<file path="config.mk">
export PLATFORM = sky130hd
export DESIGN_NAME = blob_pattern_source
export DESIGN_NICKNAME = d
export VERILOG_FILES = /design/src/rtl/blob_pattern_source.sv
export SDC_FILE = /design/constraint.sdc
export NUM_CORES = 1
export LEC_CHECK = 0
export CAP_MARGIN = 20
export CORE_ASPECT_RATIO = 0.6
export CORE_MARGIN = 4
export CORE_UTILIZATION = 57
export CTS_CLUSTER_SIZE = 12
export DETAILED_ROUTE_END_ITERATION = 8
export HOLD_SLACK_MARGIN = 0.06
export MAX_ROUTING_LAYER = met4
export PLACE_DENSITY = 0.82
export SLEW_MARGIN = 10
export SYNTH_ARGS = -nofsm -noshare
export SYNTH_HDL_FRONTEND = slang
export SYNTH_SLANG_ARGS = --single-unit
</file>
<file path="constraint.sdc">
create_clock -name clk -period 2.9 [get_ports clk]
set_clock_uncertainty 0.05 [all_clocks]
set_input_delay 0.435 -clock clk [delete_from_list [all_inputs] [get_ports clk]]
set_output_delay 0.435 -clock clk [all_outputs]
set_load 0.03 [all_outputs]
</file>
<file path="src/rtl/blob_pattern_source.sv">
`default_nettype none
// ============================================================================
// Module : blob_pattern_source
// Brief  : Raster pixel-stream generator painting a solid colour square blob
//          on a dim grey background, static, loaded or bouncing, with its
//          true centre published alongside the stream.
// Rev    : 1.0  initial release
// ============================================================================
module blob_pattern_source #(
  parameter int H_ACTIVE  = 1024,
  parameter int V_ACTIVE  = 768,
  parameter int H_TOTAL   = 1344,
  parameter int V_TOTAL   = 806,
  parameter int BLOB_SIZE = 32
) (
  input  logic        clk,
  input  logic        reset,
  input  logic        pixel_en,
  input  logic [1:0]  color_sel,
  input  logic        bounce,
  input  logic        load,
  input  logic [9:0]  set_x,
  input  logic [9:0]  set_y,
  output logic [10:0] x,
  output logic [9:0]  y,
  output logic [17:0] pixel,
  output logic        active,
  output logic        frame_start,
  output logic [9:0]  center_x,
  output logic [9:0]  center_y
);

  localparam logic [10:0] c_hActive  = 11'(H_ACTIVE);
  localparam logic [10:0] c_hLast    = 11'(H_TOTAL - 1);
  localparam logic [9:0]  c_vActive  = 10'(V_ACTIVE);
  localparam logic [9:0]  c_vLast    = 10'(V_TOTAL - 1);
  localparam logic [9:0]  c_xMax     = 10'(H_ACTIVE - BLOB_SIZE);
  localparam logic [9:0]  c_yMax     = 10'(V_ACTIVE - BLOB_SIZE);
  localparam logic [9:0]  c_half     = 10'(BLOB_SIZE / 2);
  localparam logic [10:0] c_size     = 11'(BLOB_SIZE);
  localparam logic [9:0]  c_blobX0   = 10'(H_ACTIVE / 2 - BLOB_SIZE / 2);
  localparam logic [9:0]  c_blobY0   = 10'(V_ACTIVE / 2 - BLOB_SIZE / 2);
  localparam logic [9:0]  c_centerX0 = 10'(H_ACTIVE / 2);
  localparam logic [9:0]  c_centerY0 = 10'(V_ACTIVE / 2);
  localparam logic [17:0] c_grey     = 18'h08208;

  logic [10:0] r_hCnt;
  logic [9:0]  r_vCnt;
  logic [9:0]  r_blobX;
  logic [9:0]  r_blobY;
  logic        r_velXNeg;
  logic        r_velYNeg;
  logic        r_loadPend;
  logic [9:0]  r_loadX;
  logic [9:0]  r_loadY;

  logic        w_lineEnd;
  logic        w_frameEnd;
  logic        w_active;
  logic        w_inBlob;
  logic [17:0] w_pixel;
  logic [9:0]  w_setXClamp;
  logic [9:0]  w_setYClamp;
  logic [9:0]  w_stepX;
  logic [9:0]  w_stepY;
  logic        w_nextVelXNeg;
  logic        w_nextVelYNeg;

  assign w_lineEnd   = (r_hCnt == c_hLast);
  assign w_frameEnd  = pixel_en && w_lineEnd && (r_vCnt == c_vLast);
  assign w_active    = (r_hCnt < c_hActive) && (r_vCnt < c_vActive);
  assign w_inBlob    = ({1'b0, r_blobX} <= r_hCnt) &&
                       (r_hCnt < ({1'b0, r_blobX} + c_size)) &&
                       ({1'b0, r_blobY} <= {1'b0, r_vCnt}) &&
                       ({1'b0, r_vCnt} < ({1'b0, r_blobY} + c_size));
  assign w_setXClamp = (set_x > c_xMax) ? c_xMax : set_x;
  assign w_setYClamp = (set_y > c_yMax) ? c_yMax : set_y;

  always_comb begin
    w_pixel = 18'h0;
    if (w_active) begin
      if (w_inBlob) begin
        case (color_sel)
          2'd0:    w_pixel = 18'h3F000;
          2'd1:    w_pixel = 18'h00FC0;
          2'd2:    w_pixel = 18'h0003F;
          default: w_pixel = 18'h3FFFF;
        endcase
      end else begin
        w_pixel = c_grey;
      end
    end
  end

  // A step that would leave the legal range reflects: velocity flips and the
  // blob moves one pixel the other way in the same frame.
  always_comb begin
    w_nextVelXNeg = r_velXNeg;
    w_stepX       = r_blobX;
    if (!r_velXNeg) begin
      if (r_blobX >= c_xMax) begin
        w_nextVelXNeg = 1'b1;
        w_stepX       = r_blobX - 10'd1;
      end else begin
        w_stepX       = r_blobX + 10'd1;
      end
    end else begin
      if (r_blobX == 10'd0) begin
        w_nextVelXNeg = 1'b0;
        w_stepX       = r_blobX + 10'd1;
      end else begin
        w_stepX       = r_blobX - 10'd1;
      end
    end

    w_nextVelYNeg = r_velYNeg;
    w_stepY       = r_blobY;
    if (!r_velYNeg) begin
      if (r_blobY >= c_yMax) begin
        w_nextVelYNeg = 1'b1;
        w_stepY       = r_blobY - 10'd1;
      end else begin
        w_stepY       = r_blobY + 10'd1;
      end
    end else begin
      if (r_blobY == 10'd0) begin
        w_nextVelYNeg = 1'b0;
        w_stepY       = r_blobY + 10'd1;
      end else begin
        w_stepY       = r_blobY - 10'd1;
      end
    end
  end

  always_ff @(posedge clk or negedge reset) begin
    if (!reset) begin
      r_hCnt      <= 11'd0;
      r_vCnt      <= 10'd0;
      x           <= 11'd0;
      y           <= 10'd0;
      pixel       <= 18'h0;
      active      <= 1'b0;
      frame_start <= 1'b0;
    end else if (pixel_en) begin
      x           <= r_hCnt;
      y           <= r_vCnt;
      pixel       <= w_pixel;
      active      <= w_active;
      frame_start <= (r_hCnt == 11'd0) && (r_vCnt == 10'd0);
      if (w_lineEnd) begin
        r_hCnt <= 11'd0;
        r_vCnt <= (r_vCnt == c_vLast) ? 10'd0 : r_vCnt + 10'd1;
      end else begin
        r_hCnt <= r_hCnt + 11'd1;
      end
    end
  end

  // Blob state only moves on the last pixel of a frame so no frame is torn;
  // a load landing on that same pixel stays pending for the following frame.
  always_ff @(posedge clk or negedge reset) begin
    if (!reset) begin
      r_blobX    <= c_blobX0;
      r_blobY    <= c_blobY0;
      r_velXNeg  <= 1'b0;
      r_velYNeg  <= 1'b0;
      center_x   <= c_centerX0;
      center_y   <= c_centerY0;
      r_loadPend <= 1'b0;
      r_loadX    <= 10'd0;
      r_loadY    <= 10'd0;
    end else begin
      if (w_frameEnd) begin
        if (r_loadPend) begin
          r_blobX   <= r_loadX;
          r_blobY   <= r_loadY;
          r_velXNeg <= 1'b0;
          r_velYNeg <= 1'b0;
          center_x  <= r_loadX + c_half;
          center_y  <= r_loadY + c_half;
        end else if (bounce) begin
          r_blobX   <= w_stepX;
          r_blobY   <= w_stepY;
          r_velXNeg <= w_nextVelXNeg;
          r_velYNeg <= w_nextVelYNeg;
          center_x  <= w_stepX + c_half;
          center_y  <= w_stepY + c_half;
        end
      end
      if (load) begin
        r_loadPend <= 1'b1;
        r_loadX    <= w_setXClamp;
        r_loadY    <= w_setYClamp;
      end else if (w_frameEnd) begin
        r_loadPend <= 1'b0;
      end
    end
  end

endmodule
`default_nettype wire

</file>
; Word-level counts from Yosys, hierarchy flattened
; Cells that the tools add are included.
[classes]
add_sub_neg = 12
order_cmp = 10
n_eq_ne = 4
n_mux = 33
n_reduce_logical = 16
[ops]
columns = cell, count
row1 = two-way mux 10 bit, 17
row2 = case mux 18 bit (3 select lines), 1
row3 = "adder 10 x 5 -> 10 bit, second input constant", 4
row4 = two-way mux 18 bit, 2
row5 = "adder 10 x 1 -> 10 bit, second input constant", 3
row6 = zero test 10 bit, 3
row7 = "adder 10 x 6 -> 11 bit, second input constant", 2
row8 = "greater-or-equal comparator 10 bit, second input constant", 2
row9 = "> comparator 10 bit, second input constant", 2
row10 = "subtractor 10 x 1 -> 10 bit, second input constant", 2
row11 = two-way mux 1 bit, 12
row12 = "adder 11 x 1 -> 11 bit, second input constant", 1
row13 = "equality test 11 bit, second input constant", 1
row14 = less-or-equal comparator 10 x 11 -> 1 bit, 1
row15 = zero test 11 bit, 1
row16 = less-than comparator 10 x 11 -> 1 bit, 1
row17 = less-than comparator 11 bit, 1
row18 = "less-than comparator 11 bit, second input constant", 1
row19 = two-way mux 11 bit, 1
row20 = "equality test 10 bit, second input constant", 1
row21 = less-or-equal comparator 10 bit, 1
row22 = "less-than comparator 10 bit, second input constant", 1
row23 = logical AND 1 bit, 7
row24 = AND reduction 2 bit, 2
row25 = other kinds (4), 5
[word_totals]
regBits = 125
output_inout_bits = 61

; Logic depth before layout (Yosys ltp)
[depth]
word_depth = 7
ltp_mapped = 12
depth_no_buf = 10

; Least setup slack after synthesis
; Ideal clock, no wire load.
[synth_path]
path_kind = flip-flop to flip-flop
from = reg center_x[0] (netlist name)
to = reg center_x[8]
setup_ns = 0.131
t_arrival_ns = 2.444
required_ns = 2.719
slack_ns = 0.275
stages_incl_launch_ff = 11
path_buffers = 0
synth_period_minus_slack_ns = 2.625
path_cell_list = dfrtp_1 inv_1 ha_1 nor4b_2 and4b_2 or4_1 o2111ai_1 ha_1 nor3b_1 xor2_1 o21ai_1
[synth_rtl]
columns = item, line_no
row1 = end signal: assignment, 167  ; center_x <= c_centerX0;
row2 = end signal: assignment, 179  ; center_x <= r_loadX + c_half;
row3 = end signal: assignment, 186  ; center_x <= w_stepX + c_half;
row4 = end: declaration, 29  ; output logic [9:0] center_x,

; Worst setup path after layout
[layout_path]
from = reg r_blobX[7]
to = reg center_x[9]
[layout_between]
elab_chain_cells = 6
word_cells_on_any_way = 10
classes_between = add/sub (3) / order compare (1) / mux (5) / reduce/logical (1)
[layout_lines]
columns = item, line_no
row1 = start: declaration, 49  ; logic [9:0] r_blobX;
row2 = start signal: assignment, 163  ; r_blobX <= c_blobX0;
row3 = start signal: assignment, 175  ; r_blobX <= r_loadX;
row4 = start signal: assignment, 182  ; r_blobX <= w_stepX;
row5 = adder 10 x 1 -> 10 bit (tied with other cells), "105, 110"
row6 = "two-way mux 10 bit, on equally long branches", "101, 108"
row7 = two-way mux 10 bit (*), 100  ; if (!r_velXNeg) begin
row8 = adder 10 x 5 -> 10 bit (*), 186
row9 = two-way mux 10 bit (*), 181  ; end else if (bounce) begin
row10 = two-way mux 10 bit (*), 174  ; if (r_loadPend) begin
; Every way passes the cells marked *; elsewhere a longest branch is shown, timed or not. The select of a mux whose other input is x is not followed.
; A chain may end at the register's enable or synchronous reset.

==> metrics.txt <==
final setup margin=a little under 0.2 ns; commonest non-fill, non-tap cell in the layout=dfrtp_1; worst-path fanout max=10; CTS tree=yes; design area=between 8000 and 9000 um2; Port Buffers=87; Max stage delay on crit path=approximately 0.64 ns; boundary pin count=88; post-synth cell types=77; Initial Util=59.9%; fin util=71.0%; status=finished clean; layout overhead on the synthesized area=18.4%; GP Congestion=about 0.93; Crit path depth=9; commonest cells after routing, fill and taps aside=dfrtp_1 (92), clkdlybuf4s50_1 (86), nand2_1 (81), ha_1 (60), inv_1 (56); Power Internal=between 2 and 3 mW; core area=~12000 um2; Post-Syn Instances=742; post-route ant nets=0; CTS clock-pin slew for the worst setup and hold paths=approximately 0.07 ns; fmax=between 300 and 400 MHz; Pleak=3.58 nW; syn nets=a little over 800; global-route wire length before repair=~30000 um; maximum vdd drop=0.306 mV; number of global-route vias before repair=5978; Row Count=30; Primary FF master, synth=dfrtp_1; insertion delay to the later sink of the worst-skew pair=0.35 ns; Tmin final=2.70 ns; Final setup violation count=0; Die H=roughly 94 um; worst path cell trace=and3_1 -> buf_4 -> a31o_2 -> nand2_1 -> a22o_1 -> a222oi_1 -> nor4_2 -> xor2_1 -> o21ai_1; sequential group share of total power=45.4%; DRT Pass-1 Iters=5; Worst setup EP type=register; number of synthesized flops with an enable pin=0; DIE WIDTH=151 um; RSZ-0062 raised after global routing=false; startpoint class of the critical path=register; Final Instance Count excl. Fillers=approximately 1000; largest net degree at the start of global routing=54; switching part of the total=32.0%; critical path class=register to register; fin nets=between 900 and 1000; Reg2Reg Depth=9; M1 wire length=slightly above 8000 um; Area contributors post-synth=dfrtp_1 (33%), ha_1 (11%), dfstp_2 (4.5%); crit path launch=r_blobX[7]; CTS Root Cell=clkbuf_16; CTS max path bufs=2; gr usage total=28.0%; Detailed Route WL=18300 um; Relative slew margins=41.1%; Comb power frac=23.9%; syn_area_per_cell=9.37 um2; met3 WL=~1100 um; GRT overflow=0; HP Class=primary input to asynchronous set/reset pin; Setup WS pre-CTS=0.211 ns; power share of the clock group=30.7%; worst r2r src=r_blobX[7]; CTS Sinks=105; dpl hpwl=roughly 14000 um; drt via density=6.05; Seq/Total Area, Yosys=38.0%; MaxCap Viol Count=0; Post-DP Area=7940 um2; Slew @ Worst Pin=0.880 ns; DR vias=5915; setup TNS=0 ns; pwr dens=462 nW/um2; Worst Path Arrival=2.94 ns; worst hold slack=0.0861 ns; DR WL met2=8570 um; area share of the largest cell type after synthesis=33.5%; Tot Pwr=about 3.8 mW; drt drc=0; register bit total from synthesis=105; DR top layer=met4; Hold-fix buffers, CTS=0; Critical-path top delay cell=dfstp_2; Slew Limit Fails=0; post-synth top area cell=dfrtp_1; initial antenna violation count=0; DR iter-0 viols=471; CP top delay family=compound AO/OA/AOI/OAI gates; worst path bufs/invs=1; TritonCTS Buffers=9; Placed Cells=962; DR WL/cell=18.7 um; DIE AREA=14100 um2; Post-Syn Area=6950 um2; H-tree depth=3; Worst Path Required=3.14 ns; Final Hold Fails=0; sw power=about 1.2 mW; fraction of layout cells with a size suffix above 1=13.7%; Yosys warnings=0; n_diodes=0; ys async rst share=100%; Tcrit/Tclk final=93.3%
[power groups by stage]
stage | Combinational, mW | Sequential (mW) | Clock [mW]
final | 0.908 | 1.73 | 1.17
after global routing | 1.00 | 1.75 | 1.24
after CTS | 0.904 | 1.73 | 1.18
after detailed placement | 0.894 | 1.75 | 0
after global placement | 0.859 | 1.75 | 0
after floorplan | 0.487 | 1.79 | 0
[synthesized netlist by cell type, types with 12 or more instances]
library cell,instances
dfrtp_1,93
nand2_1,81
ha_1,61
inv_1,56
o21ai_0,52
a21oi_1,35
nor2_1,30
nand3_1,29
mux2_2,27
buf_4,23
xnor2_1,20
clkbuf_1,19
nand4_1,16
nor3_1,15
dfstp_2,12
[layout make-up]
class / instances / area (um2)
fillers: 872 / 3360
repair buffers: 116 / 1100
clock buffers: 12 / 246
inverters: 58 / 218
clock inverters: 4 / 28.8
flip-flops and latches: 105 / 2640
multi-input cells: 523 / 3800
well taps: 160 / 200
[registers in the layout (all words and copies together), names as in the netlist, 6 cells and up]
| name | count |
|---|---|
| center_x | 10 |
| center_y | 10 |
| pixel | 6 |
| r_blobX | 6 |
| r_blobY | 6 |
| r_hCnt | 11 |
| r_loadX | 10 |
| r_loadY | 10 |
| r_vCnt | 10 |
| x | 11 |
| y | 10 |
[path summary, 6_finish.rpt]
path                            slack (ns)           to
max in group asynchronous             1.91   r_blobX[8]
worst max-delay path                  0.20  center_x[9]
min in group clk                      0.42  center_x[9]
worst min register to register        0.42  center_x[9]
worst min-delay path                  0.09   r_loadY[4]
worst max register to register        0.20  center_x[9]
[kinds of logic (layout without fill, tap and decap cells)]
kind of cell / count (synthesis) / count (layout) / share of synthesized area (%)
simple gates: 228 / 228 / 17.0
buf+inv: 114 / 190 / 7.81
compound gates: 170 / 170 / 17.0
mux: 35 / 35 / 5.58
fa+ha+maj: 61 / 61 / 11.0
xor+xnor: 29 / 29 / 3.65
flops: 105 / 105 / 38.0
[repair_timing]
item,4_1_cts,5_1_grt
setup endpoints to repair,0,7
buffers inserted,0,0
gates resized for setup,0,5
[per-layer routing]
layer / vias up / GRT usage (%)
met2: 230 / 43.4
li1: 2747 / -
met3: 41 / 4.79
met4: 0 / 7.77
met1: 2897 / 38.2
met5: - / -
Note: power is estimated with default switching activity, not from simulation.
